--- config.mk ---
export PLATFORM = sky130hd
export DESIGN_NAME = program_counter_ras_flat
export DESIGN_NICKNAME = d
export VERILOG_FILES = /design/src/rtl/program_counter_ras_if.sv /design/src/rtl/program_counter_ras.sv /design/src/flat_wrapper.sv
export SDC_FILE = /design/constraint.sdc
export NUM_CORES = 1
export LEC_CHECK = 0
export BUFFER_PORTS_ARGS = -buffer_cell sky130_fd_sc_hd__buf_2
export CORE_UTILIZATION = 35
export CTS_CLUSTER_SIZE = 24
export DETAILED_ROUTE_END_ITERATION = 12
export HOLD_SLACK_MARGIN = 0.03
export PLACE_DENSITY = 0.51
export SLEW_MARGIN = 15
export SYNTH_ARGS = -nofsm -noshare
export SYNTH_HDL_FRONTEND = slang
export SYNTH_SLANG_ARGS = --single-unit
--- constraint.sdc ---
create_clock -name clk -period 4.2 [get_ports clk]
set_clock_uncertainty 0.15 [all_clocks]
set_input_delay 0.63 -clock clk [delete_from_list [all_inputs] [get_ports clk]]
set_output_delay 0.63 -clock clk [all_outputs]
set_load 0.01 [all_outputs]
--- src/rtl/program_counter_ras_if.sv ---
// rtl/program_counter_ras_if.sv - request/status bundle between frontend control and program_counter_ras
interface program_counter_ras_if #(
    parameter int ADDR_WIDTH  = 16,
    parameter int STACK_DEPTH = 4
);
    localparam int CW = $clog2(STACK_DEPTH + 1);

    logic                  stall;
    logic                  jump_enable;
    logic                  call_enable;
    logic                  return_enable;
    logic [ADDR_WIDTH-1:0] target_address;
    logic [ADDR_WIDTH-1:0] counter_reg;
    logic [CW-1:0]         stack_count;
    logic                  stack_overflow;
    logic                  stack_underflow;

    modport master (
        output stall, jump_enable, call_enable, return_enable, target_address,
        input  counter_reg, stack_count, stack_overflow, stack_underflow
    );

    modport slave (
        input  stall, jump_enable, call_enable, return_enable, target_address,
        output counter_reg, stack_count, stack_overflow, stack_underflow
    );
endinterface

--- src/rtl/program_counter_ras.sv ---
// rtl/program_counter_ras.sv - registered PC with return-address stack; PC_STACK_WRAP_EN selects circular RAS
module program_counter_ras #(
    parameter int                    ADDR_WIDTH   = 16,
    parameter int                    STACK_DEPTH  = 4,
    parameter logic [ADDR_WIDTH-1:0] RESET_VECTOR = '0
) (
    input logic                  clk,
    input logic                  reset,
    program_counter_ras_if.slave bus
);
    localparam int CW = $clog2(STACK_DEPTH + 1);
    localparam int PW = $clog2(STACK_DEPTH);

    logic [ADDR_WIDTH-1:0] r_pc;
    logic [CW-1:0]         r_count;
    logic [PW-1:0]         r_sp;
    logic                  r_overflow;
    logic                  r_underflow;
    logic [ADDR_WIDTH-1:0] r_stack [STACK_DEPTH];

    logic [ADDR_WIDTH-1:0] w_pc_inc;
    logic [PW-1:0]         w_sp_next;
    logic [PW-1:0]         w_sp_prev;
    logic                  w_full;
    logic                  w_empty;

    // r_sp is the next free slot; it wraps modulo STACK_DEPTH so that in the
    // circular build a push into a full stack lands on the oldest entry.
    always_comb begin
        w_pc_inc  = r_pc + 1'b1;
        w_sp_next = (r_sp == PW'(STACK_DEPTH - 1)) ? '0 : r_sp + 1'b1;
        w_sp_prev = (r_sp == '0) ? PW'(STACK_DEPTH - 1) : r_sp - 1'b1;
        w_full    = (r_count == CW'(STACK_DEPTH));
        w_empty   = (r_count == '0);
    end

    // One action per unstalled cycle: call > return > jump > increment.
    always_ff @(posedge clk) begin
        if (!reset) begin
            r_pc        <= RESET_VECTOR;
            r_count     <= '0;
            r_sp        <= '0;
            r_overflow  <= 1'b0;
            r_underflow <= 1'b0;
        end else if (!bus.stall) begin
            if (bus.call_enable) begin
                r_pc <= bus.target_address;
                if (!w_full) begin
                    r_stack[r_sp] <= w_pc_inc;
                    r_sp          <= w_sp_next;
                    r_count       <= r_count + 1'b1;
                end else begin
`ifdef PC_STACK_WRAP_EN
                    r_stack[r_sp] <= w_pc_inc;
                    r_sp          <= w_sp_next;
`else
                    r_overflow    <= 1'b1;
`endif
                end
            end else if (bus.return_enable) begin
                if (!w_empty) begin
                    r_pc    <= r_stack[w_sp_prev];
                    r_sp    <= w_sp_prev;
                    r_count <= r_count - 1'b1;
                end else begin
                    r_pc        <= w_pc_inc;
                    r_underflow <= 1'b1;
                end
            end else if (bus.jump_enable) begin
                r_pc <= bus.target_address;
            end else begin
                r_pc <= w_pc_inc;
            end
        end
    end

    assign bus.counter_reg     = r_pc;
    assign bus.stack_count     = r_count;
    assign bus.stack_overflow  = r_overflow;
    assign bus.stack_underflow = r_underflow;
endmodule

--- src/flat_wrapper.sv ---
// flat-port wrapper written by rule: the top's interface ports become plain ports
module program_counter_ras_flat 
#(
    parameter int                    ADDR_WIDTH   = 16,
    parameter int                    STACK_DEPTH  = 4,
    parameter logic [ADDR_WIDTH-1:0] RESET_VECTOR = '0
)
  (clk, reset, bus_stall, bus_jump_enable, bus_call_enable, bus_return_enable, bus_target_address, bus_counter_reg, bus_stack_count, bus_stack_overflow, bus_stack_underflow);
  program_counter_ras_if #(.ADDR_WIDTH(ADDR_WIDTH), .STACK_DEPTH(STACK_DEPTH)) bus_i ();
  input logic clk;
  input logic reset;
  input wire logic [$bits(bus_i.stall)-1:0] bus_stall;
  input wire logic [$bits(bus_i.jump_enable)-1:0] bus_jump_enable;
  input wire logic [$bits(bus_i.call_enable)-1:0] bus_call_enable;
  input wire logic [$bits(bus_i.return_enable)-1:0] bus_return_enable;
  input wire logic [$bits(bus_i.target_address)-1:0] bus_target_address;
  output wire logic [$bits(bus_i.counter_reg)-1:0] bus_counter_reg;
  output wire logic [$bits(bus_i.stack_count)-1:0] bus_stack_count;
  output wire logic [$bits(bus_i.stack_overflow)-1:0] bus_stack_overflow;
  output wire logic [$bits(bus_i.stack_underflow)-1:0] bus_stack_underflow;
  assign bus_i.stall = bus_stall;
  assign bus_i.jump_enable = bus_jump_enable;
  assign bus_i.call_enable = bus_call_enable;
  assign bus_i.return_enable = bus_return_enable;
  assign bus_i.target_address = bus_target_address;
  assign bus_counter_reg = bus_i.counter_reg;
  assign bus_stack_count = bus_i.stack_count;
  assign bus_stack_overflow = bus_i.stack_overflow;
  assign bus_stack_underflow = bus_i.stack_underflow;
  program_counter_ras #(.ADDR_WIDTH(ADDR_WIDTH), .STACK_DEPTH(STACK_DEPTH), .RESET_VECTOR(RESET_VECTOR)) u_core (.clk(clk), .reset(reset), .bus(bus_i));
endmodule
==> results.json, run 1 <==
{
  "tightest_slew_ps": 820,
  "ir_drop_mv": 0.256,
  "status": "complete, but fails checks",
  "clk_pin_slew_ps": 70,
  "gp_congestion": 0.847,
  "min-delay-path-class": "flop to flop",
  "maxSlewHeadroom_pct": 44.9,
  "syn_area_um2": 4210,
  "synth_cells": 341,
  "wl_per_cell_um": 21.7,
  "leakagePower_nw": 1.72,
  "die_h_um": 112,
  "synth_edf_count": 64,
  "yosysSeqAreaShare_pct": 56.6,
  "grt_max_degree": 27,
  "max_freq_ghz": 0.343,
  "numPortBuffers": 42,
  "critical_path_class": "flop to flop",
  "fin_crit_sh_pct": 69.4,
  "io_pins": 43,
  "die_area_um2": 12500,
  "end_kind": "flop",
  "cts_root_buf": "clkbuf_16",
  "syn_nets": 369,
  "antenna_found_initial": 0,
  "synth.area.top_cells": "edfxtp_1, dfxtp_1, mux4_2",
  "cp-start-kind": "flop",
  "cts_resized": 0,
  "synth_cell_types": 50,
  "vias_per_cell": 5.74,
  "insertion_delay_ps": 340,
  "post-synth-top-area-cell": "edfxtp_1",
  "crit_chain": "inv_1 -> ha_1 -> nor2b_4 -> mux4_2 -> or3b_1 -> a221oi_1 -> o2bb2ai_1",
  "synth_seq_cells": 87,
  "wl_um": 11400,
  "drtIter0Drc": 258,
  "async_reset_ff_share_pct": 0,
  "cts_hold_buf": 0,
  "diodes": 0,
  "cp_data_arrival_time_ps": 3000,
  "rsz0062_at_grt": "no",
  "cap_viol_max_count": 0,
  "num_rows": 39,
  "ys_warn_count": 0,
  "syn2layout_area_growth_pct": 15.2,
  "grt_pass1_wl_um": 17400,
  "powerDensity_nw_per_um2": 444,
  "htreeDepth": 3,
  "postRouteAntennaNets": 0,
  "final_nets": 406,
  "drtPass1Iterations": 10,
  "postCtsSetupBuffers": 0,
  "cts_buffers": 9,
  "p_total_mw": 2.15,
  "maxSlewViolCount": 0,
  "multi_input_area_um2": 1700,
  "dieWidth_um": 112,
  "critPathMaxStageDelay_ps": 600,
  "hpwl_um": 8040,
  "cts_max_path_buffers": 2,
  "clock_sinks": 87,
  "synth_top_area_share_pct": 45.7,
  "core_area_um2": 11600,
  "cts_tree": "yes",
  "grt_overflow": 0,
  "finalSetupViolCount": 0,
  "num-fill-cells": 1078,
  "drive_gt1_share_pct": 19.3,
  "regArea_um2": 2380,
  "violations": "design-rule violations",
  "cp_data_required_time_ps": 4280,
  "grt_use_total_pct": 19.2,
  "largest_register_ffs": 64,
  "hold_viol_final": 0,
  "num_vias": 3017,
  "grt_pass1_vias": 2883,
  "slowest_stage": "mux4_2",
  "synth.avg_cell_area_um2": 12.3,
  "start_util_pct": 36.4,
  "drc": 3,
  "finalSetupTns_ps": 0,
  "synth_flop_cell": "edfxtp_1",
  "post-route-min-period_ps": 2910,
  "cp_max_fo": 17
}
-- synth_stat cells, drive strengths merged, types with 5 or more instances --
cell and n:
nor2b 6, nand3 12, mux4 16, xnor2 8
and2 9, nor3 7, edfxtp 64, o21a 6
o21ai 29, nand2 32, xor2 8, o221ai 6
a31oi 5, inv 14, clkbuf 12, ha 5
a21oi 15, nor2 13, dfxtp 23
-- layout make-up --
class                   count  share of cell area [%]
clock buffers              10                    4.72
multi-input cells         224                    35.1
well taps                 143                    3.69
flip-flops and latches     87                    49.1
repair buffers             42                    4.34
clock inverters             6                    1.88
inverters                  14                    1.08
-- cells in the final DEF, fill, tap and decap left out, types with 5 or more instances in the layout --
cell type,synthesis,routed
o221ai_1,6,6
o21ai_0,29,29
edfxtp_1,64,64
ha_1,5,5
nor2_1,13,13
nor3_1,7,7
xnor2_1,8,8
o21a_1,6,6
clkbuf_16,0,9
xor2_1,8,8
dfxtp_1,23,23
nand3_1,11,11
a21oi_1,15,15
mux4_1,5,5
inv_1,14,14
mux4_2,11,11
nor2b_1,5,5
and2_1,9,9
a31oi_1,5,5
nand2_1,32,32
buf_2,1,42
-- kinds of logic (layout without fill, tap and decap cells) --
group | count (synthesis) | in the layout | share of synthesized area (%)
mux | 22 | 22 | 10.5
buf+inv | 30 | 72 | 2.89
simple gates | 93 | 93 | 11.0
flops | 87 | 87 | 56.6
compound gates | 87 | 87 | 13.7
xor+xnor | 16 | 16 | 3.33
fa+ha+maj | 6 | 6 | 1.96
-- worst paths after layout --
path / startpoint / to / slack, ps / cells past startpoint
max: u_core.r_sp[0] / u_core.bus.counter_reg[12] / 1290 / 7
min: u_core.bus.stack_underflow / u_core.bus.stack_underflow / 310 / 1
max reg2reg: u_core.r_sp[0] / u_core.bus.counter_reg[12] / 1290 / 7
min reg2reg: u_core.bus.stack_underflow / u_core.bus.stack_underflow / 310 / 1
-- worst max-delay path: cells and delay by family, from the launching register on --
kind            cells  cell delay, ps
simple gates        2             940
mux                 1             600
flops               1             410
compound gates      2             350
fa+ha+maj           1             250
buf+inv             1             110
-- routing by layer --
| metal | vias up | part of all wire (%) | GRT usage, % |
|---|---|---|---|
| li1 | 1382 | - | - |
| met1 | 1511 | 48 | 28.9 |
| met2 | 112 | 45 | 27.1 |
| met3 | 12 | 5.9 | 3.76 |
| met4 | 0 | 0.98 | 7.21 |
| met5 | - | 0 | 0 |
-- where the power goes --
group	total, mW	switching, mW	leakage [nW]	internal (mW)
registers	0.994	0.0355	0.775	0.959
clock network	0.869	0.343	0.153	0.526
logic	0.289	0.178	0.794	0.111
total	2.15	0.557	1.72	1.59
-- per-stage QoR --
step                area [um2]  instances  hold WS [ps]  utilization [%]  setup slack (ps)
floorplan                 4210        341           359                -              1740
global placement          4530        510           293             39.1              1160
detailed placement        4530        510           301             39.1              1050
CTS                       4850        526           316             41.9              1280
global route              4850        526           328             41.9              1140
finish                    4850        526           309             41.9              1290
Power figures use the tool's default switching activity.
==> run 2, diff against run 1 <==
==> constraint.sdc (replaced) <==
create_clock -name clk -period 3 [get_ports clk]
set_clock_uncertainty 0.15 [all_clocks]
set_input_delay 0.45 -clock clk [delete_from_list [all_inputs] [get_ports clk]]
set_output_delay 0.45 -clock clk [all_outputs]
set_load 0.01 [all_outputs]
==> run 2 against run 1 <==
  * The run still ends with design-rule violations left
  * Sequential power grew 40%
  * Worst setup slack worse by 870 ps
  * Critical path depth increased by 1
  * Critical endpoint is now u_core.bus.counter_reg[5]
==> results.json, run 2 (same netlist as run 1, synthesis figures left out) <==
{
  "insertion_delay_ps": 340,
  "antenna_found_initial": 0,
  "start_util_pct": 36.4,
  "drtPass1Iterations": 8,
  "end_kind": "flop",
  "cts_root_buf": "clkbuf_16",
  "gp_congestion": 0.826,
  "num_rows": 39,
  "finalSetupViolCount": 0,
  "hold_viol_final": 0,
  "cts_max_path_buffers": 2,
  "maxSlewViolCount": 0,
  "cp_data_arrival_time_ps": 2670,
  "num-fill-cells": 1074,
  "min-delay-path-class": "primary input to flop",
  "crit_top_cell": "o21a_1",
  "drc": 3,
  "mostFrequentLayoutCell": "edfxtp_1",
  "maxSlewHeadroom_pct": 63.3,
  "clk_pin_slew_ps": 60,
  "die_h_um": 112,
  "swShare_pct": 23.4,
  "worst_slack_ps": 418,
  "num_vias": 2941,
  "cp-start-kind": "flop",
  "p_comb_share_pct": 13.2,
  "clock_sinks": 87,
  "cts_buffers": 9,
  "final_nets": 418,
  "postRouteAntennaNets": 0,
  "diodes": 0,
  "htreeDepth": 3,
  "crit_chain": "inv_1 -> ha_1 -> nor2b_4 -> buf_4 -> mux4_1 -> o221a_2 -> o21a_1 -> o21a_1",
  "leakagePower_nw": 1.80,
  "cts_tree": "yes",
  "wl_um": 11100,
  "critical_path_class": "flop to flop",
  "cts_resized": 0,
  "powerDensity_nw_per_um2": 631,
  "layout_common_cells": "edfxtp_1, buf_2, nand2_1",
  "dieWidth_um": 112,
  "drtIter0Drc": 200,
  "drive_gt1_share_pct": 22.0,
  "cp_max_fo": 7,
  "io_pins": 43,
  "finalSetupTns_ps": 0,
  "rsz0062_at_grt": "no",
  "hpwl_um": 7720,
  "r2r_slack_ps": 420,
  "p_switching_mw": 0.734,
  "crit_buf_inv": 2,
  "grt_pass1_wl_um": 17000,
  "ir_drop_mv": 0.254,
  "grt_overflow": 0,
  "numPortBuffers": 42,
  "finalInstanceArea_um2": 4980,
  "post-route-min-period_ps": 2580,
  "grt_pass1_vias": 2905,
  "dpl_cell_area_um2": 4620,
  "fin_crit_sh_pct": 86.1,
  "seqPwrFrac_pct": 44.2,
  "syn2layout_area_growth_pct": 18.4,
  "critPathMaxStageDelay_ps": 570,
  "largest_register_ffs": 64,
  "tightest_slew_ps": 545,
  "vias_per_cell": 5.47,
  "wl_per_cell_um": 20.7,
  "core_area_um2": 11600,
  "internal_power_mw": 2.41,
  "slowest_stage": "mux4_1",
  "status": "complete, but fails checks",
  "max_freq_ghz": 0.387,
  "place_inst": 522,
  "cap_viol_max_count": 0,
  "clkPwrFrac_pct": 42.6,
  "cp_top_family": "multiplexers",
  "finalNonFillerCells": 538,
  "postCtsSetupBuffers": 0,
  "place_ws_ps": 397,
  "die_area_um2": 12500,
  "grt_max_degree": 22,
  "violations": "design-rule violations",
  "cts_hold_buf": 0,
  "cp_data_required_time_ps": 3080,
  "grt_use_total_pct": 18.7
}
run 2: cell types whose count changed in the layout (fill, tap and decap cells not counted), sizes merged:
cell,before,now
buf,42,54
bufinv,2,4
inv,16,14
run 2: worst paths after layout:
kind	from	endpoint	depth (start not counted)
worst min register to register	u_core.bus.stack_underflow	u_core.bus.stack_underflow	1
worst max-delay path	u_core.r_sp[0]	u_core.bus.counter_reg[5]	8
worst max register to register	u_core.r_sp[0]	u_core.bus.counter_reg[5]	8
worst min-delay path	bus_target_address[1]	u_core.bus.counter_reg[1]	3
run 2: layout make-up:
class	count	area (um2)	area share, %
Sequential cell	87	2380	47.9
Clock buffer	10	229	4.60
Timing Repair Buffer	54	300	6.03
Multi-Input combinational cell	224	1700	34.2
Inverter	14	52.6	1.06
Clock inverter	6	133	2.66
Tap cell	143	179	3.59
run 2: through the flow:
stage / total power [mW] / hold WS [ps] / utilization (%)
after floorplan: 1.67 / 359 / -
after global placement: 1.82 / 293 / 39.9
after detailed placement: 1.83 / 303 / 39.9
after CTS: 3.17 / 266 / 43.0
after global routing: 3.26 / 304 / 43.0
final: 3.14 / 275 / 43.0
run 2: power by group through the flow:
stage / clock network, mW / registers, mW / logic, mW
after floorplan: 0 / 1.41 / 0.257
after global placement: 0 / 1.41 / 0.410
after detailed placement: 0 / 1.41 / 0.415
after CTS: 1.36 / 1.39 / 0.417
after global routing: 1.41 / 1.39 / 0.454
final: 1.34 / 1.39 / 0.415
run 2: worst min-delay path: stages:
cell and delay [ps]:
buf_2 100, o21ai_0 70, o2bb2ai_1 110
run 2: metal layers:
metal  routed length (um)  vias up  track usage, %
met5                    0        -               0
met4                  219        0            7.93
met3                  509       14            3.32
met2                 5330       82            30.1
met1                 5060     1433            25.0
li1                     -     1412               -
==> run 3, diff against run 2 <==
--- a/config.mk
+++ b/config.mk
@@ -5,6 +5,7 @@
 export SDC_FILE = /design/constraint.sdc
 export NUM_CORES = 1
 export LEC_CHECK = 0
+export ABC_AREA = 1
 export BUFFER_PORTS_ARGS = -buffer_cell sky130_fd_sc_hd__buf_2
 export CORE_UTILIZATION = 35
 export CTS_CLUSTER_SIZE = 24
==> run 3 against run 2 <==
  * The flow now finishes without violations
  * Hold slack got worse by 44 ps
  * Power decreased by 2.9%
  * Synthesized cell count increased by 67%
  * Critical path depth increased by 2
  * First-iteration DRC count decreased by 6.5%
  * Largest cell class unchanged
  * Sequential power about the same
  * Via count increased by 29%
==> results.json, run 3 <==
{
  "status": "complete, no violations",
  "grt_pass1_wl_um": 19800,
  "maxSlewHeadroom_pct": 53.6,
  "core_area_um2": 12800,
  "slowest_stage": "dfxtp_1",
  "post-route-min-period_ps": 2490,
  "hold_path.startpoint": "reset",
  "post-synth-top-area-cell": "edfxtp_1",
  "ir_drop_mv": 0.254,
  "critPathMaxStageDelay_ps": 480,
  "grt_pass1_vias": 3706,
  "max_freq_ghz": 0.402,
  "drtPass1Iterations": 5,
  "final_nets": 637,
  "seqPwrFrac_pct": 45.3,
  "diodes": 0,
  "clk_pin_slew_ps": 70,
  "crit_chain": "inv_2 -> ha_1 -> inv_2 -> nand2_2 -> o21ai_0 -> o21ai_0 -> nand2_1 -> nand3_1 -> nand2_1 -> a21oi_1",
  "wl_um": 12300,
  "grt_overflow": 0,
  "leakagePower_nw": 2.30,
  "cts_tree": "yes",
  "synth.area.top_cells": "edfxtp_1, nand2_1, dfxtp_1",
  "numPortBuffers": 42,
  "r2r_cells": 10,
  "grt_use_total_pct": 18.5,
  "synth.avg_cell_area_um2": 8.20,
  "cp_top_family": "simple AND/OR/NAND/NOR gates",
  "num_vias": 3800,
  "clock_sinks": 87,
  "io_pins": 43,
  "cts_hold_buf": 0,
  "swShare_pct": 30.9,
  "start_util_pct": 36.3,
  "worstReg2RegStart": "u_core.r_sp[0]",
  "drtIter0Drc": 187,
  "internal_power_mw": 2.11,
  "top_layer": "met4",
  "finalSetupViolCount": 0,
  "end_kind": "flop",
  "synth_cell_types": 35,
  "rsz0062_at_grt": "no",
  "cp_data_arrival_time_ps": 2570,
  "ys_warn_count": 0,
  "layout_common_cells": "nand2_1, inv_1, edfxtp_1",
  "cts_max_path_buffers": 2,
  "synth_seq_cells": 87,
  "cp_data_required_time_ps": 3080,
  "cp-start-kind": "flop",
  "cap_viol_max_count": 0,
  "p_switching_mw": 0.942,
  "regArea_um2": 2380,
  "synth_edf_count": 64,
  "syn_nets": 596,
  "multi_input_area_um2": 1740,
  "r2r_slack_ps": 510,
  "die_area_um2": 13800,
  "insertion_delay_ps": 350,
  "hold_end": "u_core.bus.stack_count[2]",
  "yosysSeqAreaShare_pct": 51.1,
  "powerDensity_nw_per_um2": 578,
  "cts_root_buf": "clkbuf_16",
  "drive_gt1_share_pct": 14.0,
  "postRouteAntennaNets": 0,
  "p_comb_share_pct": 18.5,
  "critical_path_class": "flop to flop",
  "num_rows": 41,
  "async_reset_ff_share_pct": 0,
  "yosysMostFrequentCell": "nand2_1",
  "dieWidth_um": 117,
  "finalInstanceArea_um2": 5280,
  "wl_met3_um": 708,
  "drc": 0,
  "largest_register_ffs": 64,
  "syn_area_um2": 4660,
  "hpwl_um": 8430,
  "place_inst": 770,
  "cp_max_fo": 39,
  "fin_crit_sh_pct": 83.0,
  "met2_length_um": 5590,
  "final_util_pct": 41.1,
  "vias_per_cell": 4.83,
  "hold_viol_final": 0,
  "whs_path_depth": 3,
  "met1_length_um": 5780,
  "num-fill-cells": 1346,
  "finalSetupTns_ps": 0,
  "die_h_um": 117,
  "synth_top_area_share_pct": 41.2,
  "antenna_found_initial": 0,
  "finalNonFillerCells": 786,
  "clkPwrFrac_pct": 36.1,
  "htreeDepth": 3,
  "grt_max_degree": 40,
  "mostFrequentLayoutCell": "nand2_1",
  "cts_buffers": 9,
  "wl_per_cell_um": 15.6,
  "tightest_slew_ps": 693,
  "gp_congestion": 0.860,
  "synth_cells": 568,
  "postCtsSetupBuffers": 0,
  "synth_flop_cell": "edfxtp_1",
  "crit_buf_inv": 2,
  "synth.top_cells.by_count": "nand2_1, inv_1, edfxtp_1, nand3_1, nor2_1",
  "maxSlewViolCount": 0,
  "cts_resized": 0,
  "regToRegEndpoint": "u_core.bus.counter_reg[2]",
  "min-delay-path-class": "primary input to flop",
  "dpl_cell_area_um2": 4990,
  "syn2layout_area_growth_pct": 13.2
}
==> run 3: cell types whose count changed in the layout (fill, tap and decap cells not counted), moves of 6 or more <==
cell | before | now
o221ai_1 | 6 | 0
inv_1 | 14 | 91
nand3_1 | 11 | 49
o22ai_1 | 1 | 12
mux4_2 | 11 | 0
xnor2_1 | 8 | 2
nor2_1 | 13 | 47
o21ai_1 | 0 | 12
o21a_1 | 6 | 0
nand2_1 | 32 | 137
and2_1 | 9 | 0
a21oi_1 | 15 | 44
nor3_1 | 7 | 0
==> run 3: final cells by class <==
| cell class | count | share of cell area [%] |
|---|---|---|
| well taps | 172 | 4.08 |
| multi-input cells | 363 | 33.1 |
| clock buffers | 9 | 4.27 |
| clock inverters | 7 | 1.21 |
| flip-flops and latches | 87 | 45.2 |
| inverters | 96 | 6.83 |
| repair buffers | 52 | 5.41 |
==> run 3: how the worst max path moves through the flow <==
stage                                from                   endpoint  slack [ps]  cells past startpoint
after floorplan           bus_call_enable       u_core.r_stack[2][0]         820                      5
after global placement     u_core.r_sp[0]  u_core.bus.counter_reg[2]         580                     10
after detailed placement   u_core.r_sp[0]  u_core.bus.counter_reg[1]         520                     11
after CTS                  u_core.r_sp[0]  u_core.bus.counter_reg[1]         520                     11
after global routing       u_core.r_sp[0]  u_core.bus.counter_reg[1]         220                     11
final                      u_core.r_sp[0]  u_core.bus.counter_reg[2]         510                     10
==> run 3: power by group through the flow <==
stage / Combinational, mW / Clock, mW / Sequential, mW
CTS: 0.568 / 1.11 / 1.38
global route: 0.641 / 1.16 / 1.39
floorplan: 0.397 / 0 / 1.41
global placement: 0.561 / 0 / 1.41
detailed placement: 0.566 / 0 / 1.41
finish: 0.565 / 1.10 / 1.38
==> run 3: worst min-delay path, cell delays in order <==
cell and delay (ps):
buf_2 120, o21ai_0 70, a21oi_1 40
==> run 3: layer usage <==
layer  global-route usage [%]  vias up
li1                         -     1931
met1                     25.6     1745
met2                     28.5      110
met3                     3.55       14
met4                     7.47        0
met5                        0        -
==> run 3: cells by family (layout without fill, tap and decap cells) <==
logic type / count (synthesis) / count (layout) / share of synthesized area (%)
and+or+nand+nor: 248 / 248 / 22.6
buffers and inverters: 118 / 164 / 11.4
AOI/OAI and AO/OA: 101 / 101 / 11.5
DFF: 87 / 87 / 51.1
xor gates and xnor gates: 8 / 8 / 1.50
adders and majority gates: 6 / 6 / 1.77
==> run 3: metrics by stage <==
step	power [mW]	worst slack [ps]	hold slack, ps
after floorplan	1.81	823	340
after global placement	1.97	580	303
after detailed placement	1.97	522	307
after CTS	3.06	516	218
after global routing	3.19	223	244
final	3.05	510	231
